### src/rtl/bcd_timer_ctrl.sv
// Two-digit BCD up/down timer with start/pause control and a
// multiplexed active-low 7-segment display driver.
module bcd_timer_ctrl #(
  parameter int SCAN_BITS = 17
) (
  input  logic       clk,
  input  logic       rst,
  input  logic       slow_clk,
  input  logic       start_pulse,
  input  logic       dir_pulse,
  output logic [7:0] count_bcd,
  output logic       dir_up,
  output logic       done,
  output logic [3:0] an,
  output logic [6:0] seg
);

  typedef enum logic [1:0] {
    S_IDLE,
    S_RUN,
    S_PAUSE,
    S_DONE
  } state_t;

  state_t r_state;
  state_t w_state_nxt;

  logic r_sync1;
  logic r_sync2;
  logic r_hist;
  logic r_tick;
  logic w_tick;

  logic [3:0] r_ones;
  logic [3:0] r_tens;
  logic [3:0] w_ones_nxt;
  logic [3:0] w_tens_nxt;
  logic       r_dir;
  logic       w_dir_nxt;

  logic [3:0] w_step_ones;
  logic [3:0] w_step_tens;
  logic       w_at_end;
  logic       w_step_end;

  logic [SCAN_BITS-1:0] r_scan;
  logic [3:0]           w_digit;

  // Tick is registered once more so the count moves on the
  // third edge after slow_clk is first sampled high.
  assign w_tick = r_sync2 & ~r_hist;

  always_ff @(posedge clk or posedge rst) begin
    if (rst) begin
      r_sync1 <= 1'b0;
      r_sync2 <= 1'b0;
      r_hist  <= 1'b0;
      r_tick  <= 1'b0;
    end else begin
      r_sync1 <= slow_clk;
      r_sync2 <= r_sync1;
      r_hist  <= r_sync2;
      r_tick  <= w_tick;
    end
  end

  always_comb begin
    w_step_ones = r_ones;
    w_step_tens = r_tens;
    if (r_dir) begin
      if (r_ones == 4'd9) begin
        w_step_ones = 4'd0;
        w_step_tens = r_tens + 4'd1;
      end else begin
        w_step_ones = r_ones + 4'd1;
      end
    end else begin
      if (r_ones == 4'd0) begin
        w_step_ones = 4'd9;
        w_step_tens = r_tens - 4'd1;
      end else begin
        w_step_ones = r_ones - 4'd1;
      end
    end
  end

  assign w_at_end = r_dir ?
    ((r_tens == 4'd9) && (r_ones == 4'd9)) :
    ((r_tens == 4'd0) && (r_ones == 4'd0));

  assign w_step_end = r_dir ?
    ((w_step_tens == 4'd9) && (w_step_ones == 4'd9)) :
    ((w_step_tens == 4'd0) && (w_step_ones == 4'd0));

  always_comb begin
    w_state_nxt = r_state;
    w_ones_nxt  = r_ones;
    w_tens_nxt  = r_tens;
    w_dir_nxt   = r_dir;
    unique case (r_state)
      S_IDLE: begin
        if (start_pulse) begin
          w_state_nxt = S_RUN;
        end else if (dir_pulse) begin
          w_dir_nxt  = ~r_dir;
          w_ones_nxt = r_dir ? 4'd9 : 4'd0;
          w_tens_nxt = r_dir ? 4'd9 : 4'd0;
        end
      end
      S_RUN: begin
        if (start_pulse) begin
          w_state_nxt = S_PAUSE;
        end else if (r_tick) begin
          if (w_at_end) begin
            w_state_nxt = S_DONE;
          end else begin
            w_ones_nxt = w_step_ones;
            w_tens_nxt = w_step_tens;
            if (w_step_end) begin
              w_state_nxt = S_DONE;
            end
          end
        end
      end
      S_PAUSE: begin
        if (start_pulse) begin
          w_state_nxt = S_RUN;
        end
      end
      S_DONE: begin
        if (start_pulse) begin
          w_state_nxt = S_IDLE;
          w_ones_nxt  = r_dir ? 4'd0 : 4'd9;
          w_tens_nxt  = r_dir ? 4'd0 : 4'd9;
        end
      end
    endcase
  end

  always_ff @(posedge clk or posedge rst) begin
    if (rst) begin
      r_state <= S_IDLE;
      r_ones  <= 4'd0;
      r_tens  <= 4'd0;
      r_dir   <= 1'b1;
    end else begin
      r_state <= w_state_nxt;
      r_ones  <= w_ones_nxt;
      r_tens  <= w_tens_nxt;
      r_dir   <= w_dir_nxt;
    end
  end

  always_ff @(posedge clk or posedge rst) begin
    if (rst) begin
      r_scan <= '0;
    end else begin
      r_scan <= r_scan + SCAN_BITS'(1);
    end
  end

  assign count_bcd = {r_tens, r_ones};
  assign dir_up    = r_dir;
  assign done      = (r_state == S_DONE);

  assign an      = r_scan[SCAN_BITS-1] ? 4'b1101 : 4'b1110;
  assign w_digit = r_scan[SCAN_BITS-1] ? r_tens : r_ones;

  always_comb begin
    seg = 7'b1111111;
    unique case (w_digit)
      4'd0:    seg = 7'b1000000;
      4'd1:    seg = 7'b1111001;
      4'd2:    seg = 7'b0100100;
      4'd3:    seg = 7'b0110000;
      4'd4:    seg = 7'b0011001;
      4'd5:    seg = 7'b0010010;
      4'd6:    seg = 7'b0000010;
      4'd7:    seg = 7'b1111000;
      4'd8:    seg = 7'b0000000;
      4'd9:    seg = 7'b0010000;
      default: seg = 7'b1111111;
    endcase
  end

endmodule

### config.mk
export PLATFORM = sky130hd
export DESIGN_NAME = bcd_timer_ctrl
export DESIGN_NICKNAME = d
export VERILOG_FILES = /design/src/rtl/bcd_timer_ctrl.sv
export SDC_FILE = /design/constraint.sdc
export NUM_CORES = 1
export LEC_CHECK = 0
export ABC_AREA = 1
export BUFFER_PORTS_ARGS = -buffer_cell sky130_fd_sc_hd__buf_2
export CORE_UTILIZATION = 58
export DETAILED_ROUTE_END_ITERATION = 10
export HOLD_SLACK_MARGIN = 0.15
export PLACE_DENSITY = 0.8
export SYNTH_ARGS = -nofsm -noshare
export SYNTH_HDL_FRONTEND = slang
export SYNTH_SLANG_ARGS = --single-unit
### constraint.sdc
create_clock -name clk -period 2.5 [get_ports clk]
set_clock_uncertainty 0.1 [all_clocks]
set_input_delay 0.5 -clock clk [delete_from_list [all_inputs] [get_ports clk]]
set_output_delay 0.5 -clock clk [all_outputs]
set_load 0.01 [all_outputs]
# Word-level counts from Yosys, hierarchy flattened
# Memory sizes are Yosys's and may differ from the RTL's.
# Index checks and enable logic that the tools add are counted.
totals:
  reg_bits: 32
  rom_bits: 112
  in_bits: 5
  out_inout_bits: 21
  wordCells: 79
  n_memories: 1
classes:
  n_addsub: 5
  n_eq_ne: 16
  muxes: 30
  n_bitwise: 4
  n_reduce_logical: 14
memory_table:
  columns: ["name", "words", "width", "rd", "rd_ports_with_merged_regs", "wr", "line_no", "text"]
  rows:
  - ["(name not given)", 16, 7, 1, 0, 0, "171", "unique case (w_digit)"]
ops:
  columns: ["op", "n"]
  rows:
  - ["$mux W4", 18]
  - ["$pmux W4 S3", 2]
  - ["$add A17 B1 Y17 const B", 1]
  - ["$eq A4 B4 Y1 const B", 4]
  - ["$logic_not A4 Y1", 4]
  - ["$mux W2", 7]
  - ["$ne A2 B2 Y1 const B", 6]
  - ["$add A4 B1 Y4 const B", 2]
  - ["$sub A4 B1 Y4 const B", 2]
  - ["$reduce_and A7 Y1", 1]
  - ["$pmux W2 S3", 1]
  - ["$eq A2 B2 Y1 const B", 2]
  - ["$logic_and A1 B1 Y1", 4]
  - ["$ne A4 B4 Y1 const B", 1]
  - ["$reduce_and A4 Y1", 1]
  - ["$ne A3 B3 Y1 const B", 1]
  - ["$not A1 Y1", 3]
  - ["$reduce_and A3 Y1", 1]
  - ["$reduce_bool A3 Y1", 1]
  - ["$eq A2 B1 Y1 const B", 1]
  - ["$logic_not A2 Y1", 1]
  - ["$mux W1", 2]
  - ["$ne A2 B1 Y1 const B", 1]
  - ["$reduce_or A2 Y1", 1]
  - ["$and A1 B1 Y1", 1]

# Logic depth before layout (Yosys ltp)
logic_depth:
  ltp_word: 11
  depth_mapped: 14
  mapped_depth_nobuf: 14

# Worst setup path before layout
# No wires, ideal clock.
synth_timing:
  path_type: "register to output"
  startpoint: "reg r_scan[16]"
  endpoint: "out seg[3]"
  arrival_ns: 1.605
  required_time_ns: 1.900
  setup_slack_ns: 0.295
  stages_incl_launch_ff: 7
  path_buffers: 1
  path_cell_list: "dfrtp_1 -> clkbuf_1 -> o21ai_0 -> ha_1 -> nand2_1 -> inv_1 -> o21ai_0"
synth_between:
  elab_chain_cells: 2
synth_rtl:
  columns: ["element", "line_no", "text"]
  rows:
  - ["start: declaration", "46", "logic [SCAN_BITS-1:0] r_scan;"]
  - ["start signal: assignment", "158", "r_scan <= r_scan + SCAN_BITS'(1);"]
  - ["$mux W4", "167", "assign w_digit = r_scan[SCAN_BITS-1] ? r_tens : r_ones;"]
  - ["$mem_v2 Z16 W7", null, null]
  - ["end: declaration", "15", "output logic [6:0] seg"]
# Every way passes these cells.

# Worst setup path in the final report
# Same ends and word-level chain as after synthesis.

==> qor.txt <==
Num CTS Buffers -> 5
Fillers -> 309
Post-synthesis simple-gate area fraction -> 0.298
Slack of the critical path -> 0.144 ns
GPL Wtd Cong -> 0.871
Mapped Area -> 2050 um^2
Required time worst endpoint -> 1.90 ns
Crit-path max cell delay -> 0.45 ns
CTS max path bufs -> 2
PwrDens -> 1180 nW/um^2
Top cell type's share of synthesized area -> 0.379
Synth warn -> 0
Post-Synth Adder-Cell Area -> 0.0611
H-tree depth -> 2
Netlist cell types -> 33
Worst Hold Class -> in2async
Slowest stage cell, crit path -> dfrtp_2
DR vias -> 1750
DRT Pass-1 Iters -> 4
Initial Util -> 0.609
IO Port Bufs -> 23
Commonest cells in the synthesized netlist -> nand2_1 (55), dfrtp_1 (31), inv_1 (28)
# diodes -> 0
Die Y -> 61.4 um
Multi-input gate area -> 1110 um^2
Largest net degree at the start of global routing -> 20
DP HPWL -> 3.08 mm
Fin crit period -> 2.36 ns
GRT Util Overall -> 0.236
WL/cell -> 12.0 um
Flops & latches, synth -> 32
Most common cell on crit path -> nand2_1
CTS tree -> done
Via density -> 5.18
Share of layout cells above drive strength 1 -> 0.281
Antenna violations before repair -> 0
Routed wire length -> 4.05 mm
Synth-to-Final Area Change -> 15.8%
Seq/Total Area, Yosys -> 0.392
Vias in the first global route -> 1452
Synth Area in Compound Gates -> 0.0947
Max-Cap Viols -> 0
Final Hold Fails -> 0
Layout Nets -> 306
Post-synth EDFFs -> 0
Clk root buf -> clkbuf_4
Clock-pin transition on the worst setup and hold timing paths -> 0.09 ns
Leading area contributor after synthesis -> dfrtp_1
Leak pwr -> 1.23 nW
Status -> finished clean
First-pass GRT wire length -> 6.35 mm
Antenna-violating nets left -> 0
Max Slew Vio Count -> 0
Worst path cell trace -> nand2_1 > o21ai_0 > buf_4 > ha_1 > nand2_1 > inv_1 > o21ai_1 > buf_2
Slew @ Worst Pin -> 0.671 ns
Nature of the critical path endpoint -> output pin
Slew margin rel. -> 0.552
Final setup viols -> 0
Die Area -> 3770 um^2
DRC -> 0
Tcrit/Tclk final -> 0.942
Worst-Skew Late Latency -> 0.33 ns
Syn_area_per_cell -> 8.13 um^2
Chip Width -> 61.4 um
Initial DRC Count -> 130
Async S/R FF share, synth -> 1.00
Register Area -> 805 um^2
Setup Slack @ Placement -> 0.0848 ns
Crit path max fanout -> 6
Xor/xnor share of the synthesized area -> 0.0770
CTS Sinks -> 32
Startpoint Class -> register
Setup repair after global routing missed its margin -> no
Combinational family with the most area after synthesis -> simple AND/OR/NAND/NOR gates
DP Cell Count -> 326
Worst Path Arrival -> 1.76 ns
Leading post-synthesis cells by cell area -> dfrtp_1 (38%), nand2_1 (10%), ha_1 (6.1%)
Most used DFF post-synth -> dfrtp_1
Global route total overflow -> 0
I/O pin count -> 26
Post-synthesis mux area share -> 0
Tot Pwr -> 2.80 mW
Most frequent cell after synthesis -> nand2_1
Site Rows -> 21
Setup tns final -> 0 ns
Post-Syn Instances -> 252
Setup Crit Path Kind -> reg2out
Worst vdd ir -> 0.580 mV
Core ar. -> 3360 um^2
F_max -> 424 MHz
Non-Filler Instances -> 338
## cell families (layout without fill, tap and decap cells)
family,after synthesis,in the layout
other,1,2
adder cells (fa/ha/maj),10,10
XOR/XNOR,18,18
flip-flops,32,32
AND/OR/NAND/NOR,119,119
AO/OA/AOI/OAI,34,34
buffers and inverters,38,77
## worst max-delay path: cells and delay by family (launching register included)
| kind | cells | cell delay [ns] |
|---|---|---|
| flip-flops | 1 | 0.45 |
| buffers and inverters | 3 | 0.36 |
| adder cells (fa/ha/maj) | 1 | 0.26 |
| AO/OA/AOI/OAI | 2 | 0.21 |
| AND/OR/NAND/NOR | 2 | 0.15 |
## final cells by class
class / count / area share
Timing Repair Buffer: 36 / 0.0897
Sequential cell: 32 / 0.339
Clock buffer: 8 / 0.0248
Tap cell: 46 / 0.0243
Multi-Input combinational cell: 183 / 0.470
Inverter: 33 / 0.0522
## final timing paths
check / from / end / slack [ns] / depth (start not counted)
hold / removal: rst / r_scan[3] / 0.15 / 2
setup reg to reg: dir_up / r_ones[0] / 0.44 / 9
hold reg to reg: r_sync1 / r_sync2 / 0.26 / 0
setup / recovery: r_scan[16] / seg[3] / 0.14 / 8
max in group asynchronous: rst / r_sync1 / 1.57 / 3
min in group clk: r_sync1 / r_sync2 / 0.26 / 0
## per-layer routing
metal  global-route usage  part of all wire  vias up
li1                     -                 -      889
met1                0.297              0.44      798
met2                0.404              0.49       53
met3               0.0378             0.047       10
met4                0.105             0.019        0
met5                    0                 0        -
## power breakdown
part / switching (mW) / internal [mW] / total (mW)
registers: 0.109 / 0.614 / 0.723
clock network: 0.165 / 0.139 / 0.304
logic: 1.12 / 0.649 / 1.77
## timing repair
item	CTS	global route
hold buffers	0	1
resized for setup	6	11
endpoints found under the hold margin	0	1
setup buffers	0	3
setup endpoints to repair	7	5
## layout by cell type (no fill, tap or decap), drive strengths merged, types with 3 or more instances in the layout
cell type	netlist	layout
o21ai	24	24
a21oi	3	3
a22oi	4	4
buf	4	34
xor2	13	13
dfrtp	31	31
ha	10	10
nor2	21	21
xnor2	5	5
clkbuf	1	9
nand3	29	29
inv	33	33
nand2	63	63
## metrics by stage
stage          instance area [um^2]  hold WS [ns]  utilization
6_report                       2370         0.146        0.705
5_1_grt                        2370         0.212        0.705
4_1_cts                        2330         0.156        0.693
3_5_place_dp                   2260         0.246        0.672
3_3_place_gp                   2260         0.234        0.672
2_1_floorplan                  2050         0.231            -
## registers in the layout, summed over array words and instances (netlist names)
signal / cells
r_state: 2
r_tens: 4
r_ones: 4
r_hist: 1
r_sync2: 1
r_tick: 1
dir_up: 1
r_sync1: 1
r_scan: 17
No activity file was read; power rests on OpenSTA's default activity.
